[config.mk]
export PLATFORM = sky130hd
export DESIGN_NAME = regfile_wb_queue
export DESIGN_NICKNAME = d
export VERILOG_FILES = /design/src/rtl/regfile_wb_queue_pkg.sv /design/src/rtl/regfile_wb_match.sv /design/src/rtl/regfile_wb_queue.sv
export SDC_FILE = /design/constraint.sdc
export NUM_CORES = 1
export LEC_CHECK = 0
export ABC_AREA = 1
export CAP_MARGIN = 10
export CORE_MARGIN = 5
export CORE_UTILIZATION = 55
export CTS_BUF_LIST = sky130_fd_sc_hd__clkbuf_4
export DETAILED_ROUTE_END_ITERATION = 8
export GPL_ROUTABILITY_DRIVEN = 1
export PLACE_DENSITY = 0.8
export RECOVER_POWER = 100
export SYNTH_ARGS = -nofsm -noshare
export SYNTH_HDL_FRONTEND = slang
export SYNTH_SLANG_ARGS = --single-unit
[constraint.sdc]
create_clock -name clk -period 5 [get_ports clk]
set_input_delay 1 -clock clk [delete_from_list [all_inputs] [get_ports clk]]
set_output_delay 1 -clock clk [all_outputs]
set_load 0.1 [all_outputs]
[src/rtl/regfile_wb_queue_pkg.sv]
// Shared types and helpers for the register-file write-back queue.
// Entry layout, the zero-register constant and a constant log2.
package regfile_wb_queue_pkg;

    localparam int WB_ADDR_W = 5;
    localparam int WB_DATA_W = 32;

    localparam logic [WB_ADDR_W-1:0] REG_ZERO = '0;

    typedef struct packed {
        logic [WB_ADDR_W-1:0] addr;
        logic [WB_DATA_W-1:0] data;
    } wb_entry_t;

    function automatic int log2(input int n);
        int r;
        r = 0;
        while ((1 << r) < n) r++;
        return r;
    endfunction

endpackage

[src/rtl/regfile_wb_match.sv]
// Youngest-first address match across the queue entries for one
// bypass read port; entries are scanned oldest to youngest from head.
module regfile_wb_match
    import regfile_wb_queue_pkg::*;
#(
    parameter int DEPTH      = 4,
    parameter int ADDR_WIDTH = 5,
    parameter int DATA_WIDTH = 32,
    parameter int PTR_W      = log2(DEPTH)
) (
    input  logic [DEPTH-1:0]                 valid_i,
    input  logic [DEPTH-1:0][ADDR_WIDTH-1:0] addr_i,
    input  logic [DEPTH-1:0][DATA_WIDTH-1:0] data_i,
    input  logic [PTR_W-1:0]                 head_i,
    input  logic [ADDR_WIDTH-1:0]            lk_addr_i,
    output logic                             hit_o,
    output logic [DATA_WIDTH-1:0]            data_o
);

    logic [PTR_W-1:0] idx;

    // Later (younger) matches overwrite earlier ones.
    always_comb begin
        hit_o  = 1'b0;
        data_o = '0;
        idx    = '0;
        if (lk_addr_i != ADDR_WIDTH'(REG_ZERO)) begin
            for (int k = 0; k < DEPTH; k++) begin
                idx = head_i + PTR_W'(k);
                if (valid_i[idx] && (addr_i[idx] == lk_addr_i)) begin
                    hit_o  = 1'b1;
                    data_o = data_i[idx];
                end
            end
        end
    end

endmodule

[src/rtl/regfile_wb_queue.sv]
// In-order write-back FIFO in front of the register file write port,
// with per-read-port bypass of values still pending in the queue.
module regfile_wb_queue
    import regfile_wb_queue_pkg::*;
#(
    parameter int DATA_WIDTH = WB_DATA_W,
    parameter int ADDR_WIDTH = WB_ADDR_W,
    parameter int DEPTH      = 4,
    parameter int RD_DEPTH   = 2
) (
    input  logic                           clk,
    input  logic                           rst,
    input  logic                           in_valid,
    output logic                           in_ready,
    input  logic [ADDR_WIDTH-1:0]          in_addr,
    input  logic [DATA_WIDTH-1:0]          in_data,
    input  logic                           wr_grant,
    output logic                           wr,
    output logic [ADDR_WIDTH-1:0]          rw,
    output logic [DATA_WIDTH-1:0]          d,
    input  logic [ADDR_WIDTH*RD_DEPTH-1:0] lk_addr,
    output logic [RD_DEPTH-1:0]            lk_hit,
    output logic [DATA_WIDTH*RD_DEPTH-1:0] lk_data,
    output logic [log2(DEPTH):0]           count
);

    localparam int PTR_W = log2(DEPTH);
    localparam int CNT_W = PTR_W + 1;

    logic [PTR_W-1:0] head_q, head_d;
    logic [PTR_W-1:0] tail_q, tail_d;
    logic [CNT_W-1:0] count_q, count_d;
    logic [DEPTH-1:0] valid_q, valid_d;

    logic [DEPTH-1:0][ADDR_WIDTH-1:0] addr_q;
    logic [DEPTH-1:0][DATA_WIDTH-1:0] data_q;

    logic push;
    logic enq;
    logic pop;

    // Ready comes from registered occupancy only, never from wr_grant.
    assign in_ready = rst & (count_q < CNT_W'(DEPTH));
    assign push     = in_valid & in_ready;
    assign enq      = push & (in_addr != ADDR_WIDTH'(REG_ZERO));

    assign wr  = (count_q != '0) & wr_grant & rst;
    assign pop = wr;
    assign rw  = addr_q[head_q];
    assign d   = data_q[head_q];

    assign count = count_q;

    always_comb begin
        head_d  = head_q;
        tail_d  = tail_q;
        valid_d = valid_q;
        count_d = count_q + CNT_W'(enq) - CNT_W'(pop);
        if (pop) begin
            valid_d[head_q] = 1'b0;
            head_d          = head_q + PTR_W'(1);
        end
        if (enq) begin
            valid_d[tail_q] = 1'b1;
            tail_d          = tail_q + PTR_W'(1);
        end
    end

    always_ff @(posedge clk) begin
        if (!rst) begin
            head_q  <= '0;
            tail_q  <= '0;
            count_q <= '0;
            valid_q <= '0;
        end else begin
            head_q  <= head_d;
            tail_q  <= tail_d;
            count_q <= count_d;
            valid_q <= valid_d;
        end
    end

    always_ff @(posedge clk) begin
        if (enq) begin
            addr_q[tail_q] <= in_addr;
            data_q[tail_q] <= in_data;
        end
    end

    logic [RD_DEPTH-1:0] hit_raw;
    logic [RD_DEPTH-1:0][DATA_WIDTH-1:0] data_raw;

    for (genvar i = 0; i < RD_DEPTH; i++) begin : g_lk
        regfile_wb_match #(
            .DEPTH      (DEPTH),
            .ADDR_WIDTH (ADDR_WIDTH),
            .DATA_WIDTH (DATA_WIDTH),
            .PTR_W      (PTR_W)
        ) u_match (
            .valid_i   (valid_q),
            .addr_i    (addr_q),
            .data_i    (data_q),
            .head_i    (head_q),
            .lk_addr_i (lk_addr[i*ADDR_WIDTH +: ADDR_WIDTH]),
            .hit_o     (hit_raw[i]),
            .data_o    (data_raw[i])
        );

        assign lk_hit[i] = hit_raw[i] & rst;
        assign lk_data[i*DATA_WIDTH +: DATA_WIDTH] =
            rst ? data_raw[i] : '0;
    end

endmodule

==> flow_summary.yaml, run 1 <==
global_route:
  grt_pass1_vias: 11900
  antenna_found_initial: 5
  grt_max_degree: 110
  grt_pass1_wl_um: 59800
  track_usage_pct: 30.0
  overflow: 0
setup_path:
  worstPathRequired_ns: 4.00
  cp_max_fo: 28
  r2r-start: "count[2]"
  cp-startpoint: "head_q[1]"
  setup.worst_path.start_class: "flop"
  crit_arrival_ns: 3.81
  rr_endpoint: "data_q[56]"
  worst_r2r_path_depth: 7
  critPathCaptureType: "output port"
  r2r_slack_ns: 1.51
  path_class: "reg2out"
synth:
  synth_edf_count: 148
  synthDistinctLibCells: 33
  synth_mux_area_share_pct: 0
  seq_area_frac_synth_pct: 38.5
  synth_ff_type: "edfxtp_1"
  synth_xor_area_share_pct: 0.650
  synthArstFlopShare_pct: 0
  syn_inst: 1848
  synth_common_cells: "nand2_1, o21ai_0, inv_1"
  synth_compound_area_share_pct: 15.8
  netlist_area_um2: 12100
  synth_fp_nets: 1910
  synth_area_per_cell_um2: 6.56
  synth_warnings: 0
  synth_fa_ha_area_share_pct: 1.20
  yosys.area.top_type_share_pct: 36.6
  yosys-top-cells-area: "edfxtp_1, nand2_1, o21ai_0"
  yosys.area_share.simple_pct: 33.4
  synth_top_family_by_area: "simple AND/OR/NAND/NOR gates"
  synth_most_common_cell: "nand2_1"
  synth_top_area_cell: "edfxtp_1"
  synth-seq-cells: 159
routing:
  drt_drc_violations_left: 0
  detail-route-antenna-nets: 0
  drt_pass1_iterations: 6
  via_count: 12800
  wl_per_cell_um: 16.9
  vias_per_cell: 5.72
  wl_um: 37800
  drt_iter0_markers: 1254
sta:
  setup_ws_ns: 0.190
  worst_clock_skew_ns: 0.0155
  period_share_pct: 96.2
  tightest_slew_ns: 2.87
  hold_viol: 0
  min_period_ns: 4.81
  tns_ns: 0
  drv_slew: 116
  fin_hold_ws_ns: 0.482
  setup_violations: 0
  fmax_mhz: 208
  rsz0062_at_grt: "no"
  relSlewSlack_pct: -91.2
run:
  cap_violations: 4
clocking:
  cts_made_buffers: 17
  clk_pin_slew_ns: 0.14
  cts_max_path_buffers: 2
  clock_latency_ns: 0.57
  root_buffer: "clkbuf_4"
  hold_buffers: 0
  clock-sinks: 159
  h-tree-depth: 4
  tritoncts: "done"
place:
  gp_congestion: 1.03
  io_buffers: 158
  placed_area_um2: 14600
  dp_hpwl_um: 24900
  pre_cts_ws_ns: 0.498
floorplanning:
  num_rows: 54
  initial_core_util_pct: 55.7
  dieArea_um2: 25100
  coreArea_um2: 21800
  ioPinCount: 159
  die_w_um: 158
  dieHeight_um: 158
final_layout:
  drive_gt1_share_pct: 12.0
  fillers: 1896
  area_growth_pct: 17.8
  multi_input_area_um2: 6420
  seqCellArea_um2: 4670
  final_area_um2: 14300
  final_nets: 2003
run_status:
  status: "finished with violations"
  violations: "max-capacitance violations, max-slew violations"
min_path:
  min_from: "valid_q[0]"
  hp-class: "reg2reg"
  hold_path_end: "valid_q[0]"
  holdPathStages: 2
pwr:
  p_per_area_nw_per_um2: 359
  ir_worst_vdd_mv: 0.297
  power_leakage_nw: 6.13
power by group:
group | switching (W) | internal, W | total, W
registers | 0.0000387 | 0.00153 | 0.00157
logic | 0.00214 | 0.000547 | 0.00269
clock network | 0.000503 | 0.000365 | 0.000868
total | 0.00268 | 0.00244 | 0.00512
per-stage QoR:
step / total power (W) / utilization (%) / cells
after detailed placement: 0.00431 / 67.2 / 2199
after global routing: 0.00542 / 65.6 / 2236
final: 0.00512 / 65.6 / 2236
after global placement: 0.00427 / 67.2 / 2199
after floorplan: 0.00368 / - / 1848
after CTS: 0.00518 / 68.8 / 2232
worst max-delay path by stage:
stage | slack (ns) | to | cells after the start
5_1_grt | 0.002 | lk_data[6] | 14
2_1_floorplan | -0.18 | lk_data[0] | 9
3_3_place_gp | 0.51 | lk_data[50] | 11
4_1_cts | 0.09 | lk_data[1] | 14
6_report | 0.19 | lk_data[59] | 13
3_5_place_dp | 0.50 | lk_data[50] | 11
repair_timing:
action                                  4_1_cts  5_1_grt
setup buffers                                 0        2
pin swaps                                     1        1
gates cloned                                  1        0
endpoints found under the setup margin       62       66
gates resized for setup                       3        9
final cells by class:
class                   instances  share of cell area (%)
multi-input cells            1379                    45.0
flip-flops and latches        159                    32.7
inverters                     192                    5.12
well taps                     280                    2.45
diodes                          2                  0.0350
clock inverters                15                    1.39
repair buffers                192                    12.4
clock buffers                  17                   0.894
routing by layer:
layer	global-route usage (%)	up-vias	part of all wire [%]
met3	6.44	144	12
met2	49.9	728	47
met4	13.8	6	3.8
met1	37.7	5768	37
met5	0	-	0.11
li1	-	6153	-
flip-flops by register name (all words and copies together) (netlist names):
name and count:
tail_q 2, count 3, head_q 2, addr_q 20, data_q 128, valid_q 4
cells in the final DEF, fill, tap and decap left out, types with 2 or more instances in the layout:
cell             count
clkbuf_4            20
edfxtp_1           148
clkinv_1             5
nand2_1            688
inv_6                4
nand3_1             66
diode_2              2
inv_8                4
nor2_2               5
a21oi_4              2
nor2_4               6
inv_1              185
a21oi_2             63
o21ai_0            244
dlygate4sd3_1       42
nand3_2             11
clkdlybuf4s50_1     12
xor2_1               9
dfxtp_1              9
buf_12              15
bufinv_16            3
nand3_4              2
ha_1                10
clkbuf_1            39
buf_4               39
clkinv_4             4
nand2_2             11
nor2_1             156
a21oi_1              9
buf_6               42
dfxtp_4              2
o21ai_1             51
nand4_1             40
cell families after synthesis:
logic type,Yosys count
XOR/XNOR,9
AO/OA/AOI/OAI,371
adder cells (fa/ha/maj),11
AND/OR/NAND/NOR,987
buffers and inverters,311
flip-flops,159
critical path, cell delays in order, from the launching register on:
cell     delay, ns
dfxtp_4       0.57
inv_2         0.07
ha_1          0.35
buf_4         0.25
nand3_1       0.10
nand2_1       0.16
nor2_1        0.07
nor2_2        0.40
nand3_4       0.24
buf_4         0.24
o21ai_0       0.25
nand2_2       0.09
a21oi_2       0.13
buf_4         0.30
No activity file was read; power rests on OpenSTA's default activity.
==> run 2: changes to the inputs <==
==> constraint.sdc (replaced) <==
create_clock -name clk -period 5.6 [get_ports clk]
set_input_delay 1.12 -clock clk [delete_from_list [all_inputs] [get_ports clk]]
set_output_delay 1.12 -clock clk [all_outputs]
set_load 0.1 [all_outputs]
==> flow_summary.yaml, run 2 (same netlist as run 1, synthesis figures left out) <==
run_status:
  status: "finished with violations"
  violations: "max-capacitance violations, max-slew violations"
final_layout:
  fin_util_pct: 63.9
  layout_common_cells: "nand2_1, o21ai_0, inv_1"
  reg_top3: "data_q x128, addr_q x20, valid_q x4"
  area_growth_pct: 14.7
  final_nets: 1993
  top_register: "data_q"
  mostFrequentLayoutCell: "nand2_1"
  largest_reg_flops: 128
  drive_gt1_share_pct: 8.85
global_route:
  overflow: 0
  track_usage_pct: 29.6
  grt_pass1_vias: 11800
  grt_pass1_wl_um: 58700
  antenna_found_initial: 5
  grt_max_degree: 92
place:
  gp_congestion: 0.904
  dp_hpwl_um: 24500
  io_buffers: 158
setup_path:
  cpMaxStageDelayCell: "buf_4"
  worstPathRequired_ns: 4.48
  setup.worst_path.start_class: "flop"
  cp_max_fo: 89
  crit_arrival_ns: 4.18
  path_delay_family: "buffers and inverters"
  critPathCaptureType: "output port"
  path_class: "reg2out"
  crit_chain: "inv_6 -> ha_1 -> buf_4 -> clkinv_2 -> buf_4 -> nand3_1 -> nand2_1 -> xor2_1 -> nor2_1 -> nand3_1 -> nor2_4 -> buf_12 -> nor2_1 -> a21oi_1 -> buf_2"
  worst_path_largest_cell_delay_ns: 0.68
  crit_buf_inv: 6
pwr:
  p_sw_share_pct: 52.9
  ir_worst_vdd_mv: 0.177
  seq_power_share_pct: 31.1
  p_per_area_nw_per_um2: 322
  power.switching_w: 0.00237
  p_int_w: 0.00211
  combPwrFrac_pct: 53.4
  power_leakage_nw: 6.13
  power_w: 0.00448
  clkPwrFrac_pct: 15.5
routing:
  drt_drc_violations_left: 0
  wl_met1_um: 14700
  routed-wl-met2_um: 17100
  wl_met3_um: 3830
  wl_um: 36900
  detail-route-antenna-nets: 0
  via_count: 12500
  vias_per_cell: 5.63
  wl_per_cell_um: 16.6
  drt_pass1_iterations: 6
  drt_iter0_markers: 1210
  maxUsedRoutingLayer: "met5"
sta:
  rsz0062_at_grt: "no"
  min_period_ns: 5.30
  worst_clock_skew_ns: 0.0243
  drv_slew: 152
  hold_viol: 0
  period_share_pct: 94.6
  relSlewSlack_pct: -36.4
  tns_ns: 0
  setup_violations: 0
  fmax_mhz: 189
  tightest_slew_ns: 2.04
clocking:
  root_buffer: "clkbuf_4"
  clock_latency_ns: 0.58
  tritoncts: "done"
  h-tree-depth: 4
  hold_buffers: 0
  post-cts-setup-buffer-count: 0
  ctsResizeCount: 0
  cts_made_buffers: 17
  clock-sinks: 159
  clk_pin_slew_ns: 0.13
  cts_max_path_buffers: 2
floorplanning:
  ioPinCount: 159
  initial_core_util_pct: 55.7
  die_w_um: 158
  dieHeight_um: 158
  num_rows: 54
  dieArea_um2: 25100
  coreArea_um2: 21800
run:
  cap_violations: 4
min_path:
  hp-class: "reg2reg"
-- run 2: worst reg2reg max path, delay by kind of cell (launching register included) --
family	cells	cell delay, ns
buffers and inverters	3	1.70
flip-flops	1	0.37
AND/OR/NAND/NOR	3	0.37
-- run 2: path summary, 6_finish.rpt --
kind,start,endpoint,slack [ns],cells past startpoint
min reg2reg,valid_q[3],valid_q[3],0.49,2
max,head_q[0],lk_data[35],0.30,15
min,valid_q[3],valid_q[3],0.49,2
max reg2reg,count[2],data_q[44],2.74,6
-- run 2: per-stage QoR --
stage | worst slack [ns] | std cells | hold WS (ns) | area, um^2
floorplan | 0.126 | 1848 | 0.439 | 12100
CTS | 0.383 | 2224 | 0.485 | 14700
detailed placement | 0.745 | 2192 | 0.467 | 14400
global route | 0.0508 | 2227 | 0.515 | 13900
global placement | 0.773 | 2192 | 0.453 | 14400
finish | 0.302 | 2227 | 0.492 | 13900
-- run 2: power groups by stage --
stage	sequential, W	clock [W]	combinational (W)
after floorplan	0.00148	0	0.00179
after global placement	0.00142	0	0.00239
after detailed placement	0.00142	0	0.00243
after CTS	0.00139	0.000703	0.00244
after global routing	0.00140	0.000750	0.00260
final	0.00139	0.000695	0.00239
-- run 2: layer usage --
| layer | track usage [%] | vias to the layer above |
|---|---|---|
| met5 | 0 | - |
| met4 | 13.9 | 2 |
| met3 | 4.65 | 111 |
| met2 | 48.6 | 654 |
| met1 | 38.5 | 5644 |
| li1 | - | 6133 |
-- run 2: layout make-up --
cell class                 instances  area [um^2]
fill                            1961         7850
clock buffer                      18          135
antenna                            3         7.51
timing repair buffer             183         1680
sequential                       159         4670
inverter                         192          727
tap                              280          350
clock inverter                    14          143
multi-input combinational       1378         6190
==> run 3: changes to the inputs <==
--- a/config.mk
+++ b/config.mk
@@ -10,10 +10,12 @@
 export CORE_MARGIN = 5
 export CORE_UTILIZATION = 55
 export CTS_BUF_LIST = sky130_fd_sc_hd__clkbuf_4
+export CTS_CLUSTER_DIAMETER = 80
 export DETAILED_ROUTE_END_ITERATION = 8
 export GPL_ROUTABILITY_DRIVEN = 1
 export PLACE_DENSITY = 0.8
 export RECOVER_POWER = 100
+export REMOVE_ABC_BUFFERS = 1
 export SYNTH_ARGS = -nofsm -noshare
 export SYNTH_HDL_FRONTEND = slang
 export SYNTH_SLANG_ARGS = --single-unit
==> flow_summary.yaml, run 3 (same netlist as run 1, synthesis figures left out) <==
run_status:
  status: "finished with violations"
  violations: "max-capacitance violations, max-slew violations"
clocking:
  ctsResizeCount: 0
  h-tree-depth: 4
  hold_buffers: 0
  root_buffer: "clkbuf_4"
  clock_latency_ns: 0.59
  clk_pin_slew_ns: 0.13
  cts_made_buffers: 17
  cts_max_path_buffers: 2
  tritoncts: "done"
  clock-sinks: 159
setup_path:
  path_common_cell: "nand2_1"
  worstPathRequired_ns: 4.48
  path_class: "reg2out"
  worst_r2r_path_depth: 6
  r2r_slack_ns: 2.81
  worst_path_largest_cell_delay_ns: 0.69
  setup.worst_path.start_class: "flop"
  cp_max_fo: 36
  crit_chain: "inv_2 -> ha_1 -> inv_4 -> nand3_1 -> nand2_1 -> nand2_1 -> o21ai_1 -> nor2_4 -> nand3_4 -> a21oi_4 -> clkbuf_2 -> nand2_1 -> a21oi_1 -> clkbuf_2"
  rr_endpoint: "data_q[35]"
  critPathCaptureType: "output port"
  crit_arrival_ns: 4.22
  r2r-start: "count[2]"
  cpMaxStageDelayCell: "dfxtp_4"
floorplanning:
  die_w_um: 158
  num_rows: 54
  coreArea_um2: 21800
  dieArea_um2: 25100
  initial_core_util_pct: 55.7
  dieHeight_um: 158
  ioPinCount: 159
global_route:
  grt_max_degree: 85
  grt_pass1_wl_um: 57200
  grt_pass1_vias: 11600
  track_usage_pct: 28.7
  overflow: 0
  antenna_found_initial: 4
routing:
  via_count: 12400
  drt_drc_violations_left: 0
  drt_iter0_markers: 1388
  drt_pass1_iterations: 8
  vias_per_cell: 5.58
  wl_per_cell_um: 16.3
  wl_um: 36400
  detail-route-antenna-nets: 0
min_path:
  min_from: "valid_q[0]"
  hp-class: "reg2reg"
  holdPathStages: 2
  hold_path_end: "valid_q[0]"
pwr:
  ir_worst_vdd_mv: 0.302
  power_leakage_nw: 6.23
  p_per_area_nw_per_um2: 316
final_layout:
  fin_util_pct: 65.6
  mostFrequentLayoutCell: "nand2_1"
  layout_common_cells: "nand2_1, o21ai_0, inv_1"
  fillers: 1920
  area_growth_pct: 17.7
  drive_gt1_share_pct: 8.94
  largest_reg_flops: 128
  reg_top3: "data_q x128, addr_q x20, valid_q x4"
  final_area_um2: 14300
  top_register: "data_q"
  final_nets: 1996
  seqCellArea_um2: 4670
  multi_input_area_um2: 6200
place:
  io_buffers: 158
  gp_congestion: 0.914
  pre_cts_ws_ns: 0.810
  placed_area_um2: 14400
  dp_hpwl_um: 23900
sta:
  relSlewSlack_pct: -31.1
  tightest_slew_ns: 1.96
  rsz0062_at_grt: "no"
  hold_viol: 0
  worst_clock_skew_ns: 0.0265
  setup_violations: 0
  setup_ws_ns: 0.264
  drv_slew: 152
  period_share_pct: 95.3
  min_period_ns: 5.34
  fmax_mhz: 187
run:
  cap_violations: 4
## run 3: changes by cell type in the layout (fill, tap and decap cells not counted), moves of 2 or more
| cell | change |
|---|---|
| buf_12 | +20 |
| clkbuf_1 | -10 |
| inv_6 | -3 |
| clkinv_1 | +2 |
| clkbuf_2 | +9 |
| o21ai_0 | +3 |
| dlygate4sd3_1 | +10 |
| o21ai_1 | -3 |
| buf_2 | -16 |
| clkbuf_4 | -10 |
## run 3: worst max path at each step
| stage | from | end | slack [ns] | cells after the start |
|---|---|---|---|---|
| 4_1_cts | head_q[1] | lk_data[54] | 0.28 | 13 |
| 5_1_grt | head_q[1] | lk_data[46] | 0.07 | 13 |
| 3_3_place_gp | lk_addr[3] | lk_data[8] | 0.86 | 11 |
| 3_5_place_dp | lk_addr[3] | lk_data[16] | 0.81 | 11 |
| 6_report | head_q[1] | lk_data[30] | 0.26 | 14 |
| 2_1_floorplan | head_q[0] | lk_data[0] | -5.06 | 11 |
## run 3: final cells by class
cell class	count	share of cell area, %
inverter	192	5.10
tap	280	2.45
sequential	159	32.7
clock inverter	15	1.11
timing repair buffer	186	14.2
antenna	4	0.0701
multi-input combinational	1378	43.4
clock buffer	17	0.894
## run 3: timing repair
| action | in CTS | in global routing |
|---|---|---|
| setup buffers | 0 | 1 |
| endpoints found under the setup margin | 0 | 9 |
| hold endpoints to repair | 0 | 0 |
## run 3: routing by layer
metal  GRT usage (%)  share of wire (%)
met1            37.0                 40
met2            48.4                 47
met3            4.59                9.5
met4            11.3                3.1
met5               0                  0
## run 3: critical path, delay by kind of cell (launching register included)
kind	cells	cell delay, ns
adders and majority gates	1	0.46
AOI/OAI and AO/OA	3	0.72
buffers and inverters	4	1.10
and+or+nand+nor	6	0.64
DFF	1	0.69
## run 3: through the flow
step                hold WS [ns]  power (W)  instances  setup TNS [ns]
global route               0.513    0.00477       2229               0
detailed placement         0.469    0.00384       2194               0
CTS                        0.485    0.00454       2226               0
floorplan                  0.439    0.00321       1729         -355.02
global placement           0.459    0.00380       2194               0
finish                     0.486    0.00451       2231               0
## run 3: where the power goes
part	internal (W)	switching, W	total (W)
clock	0.000270	0.000442	0.000712
combinational	0.000528	0.00187	0.00239
sequential	0.00137	0.0000374	0.00140
total	0.00216	0.00235	0.00451
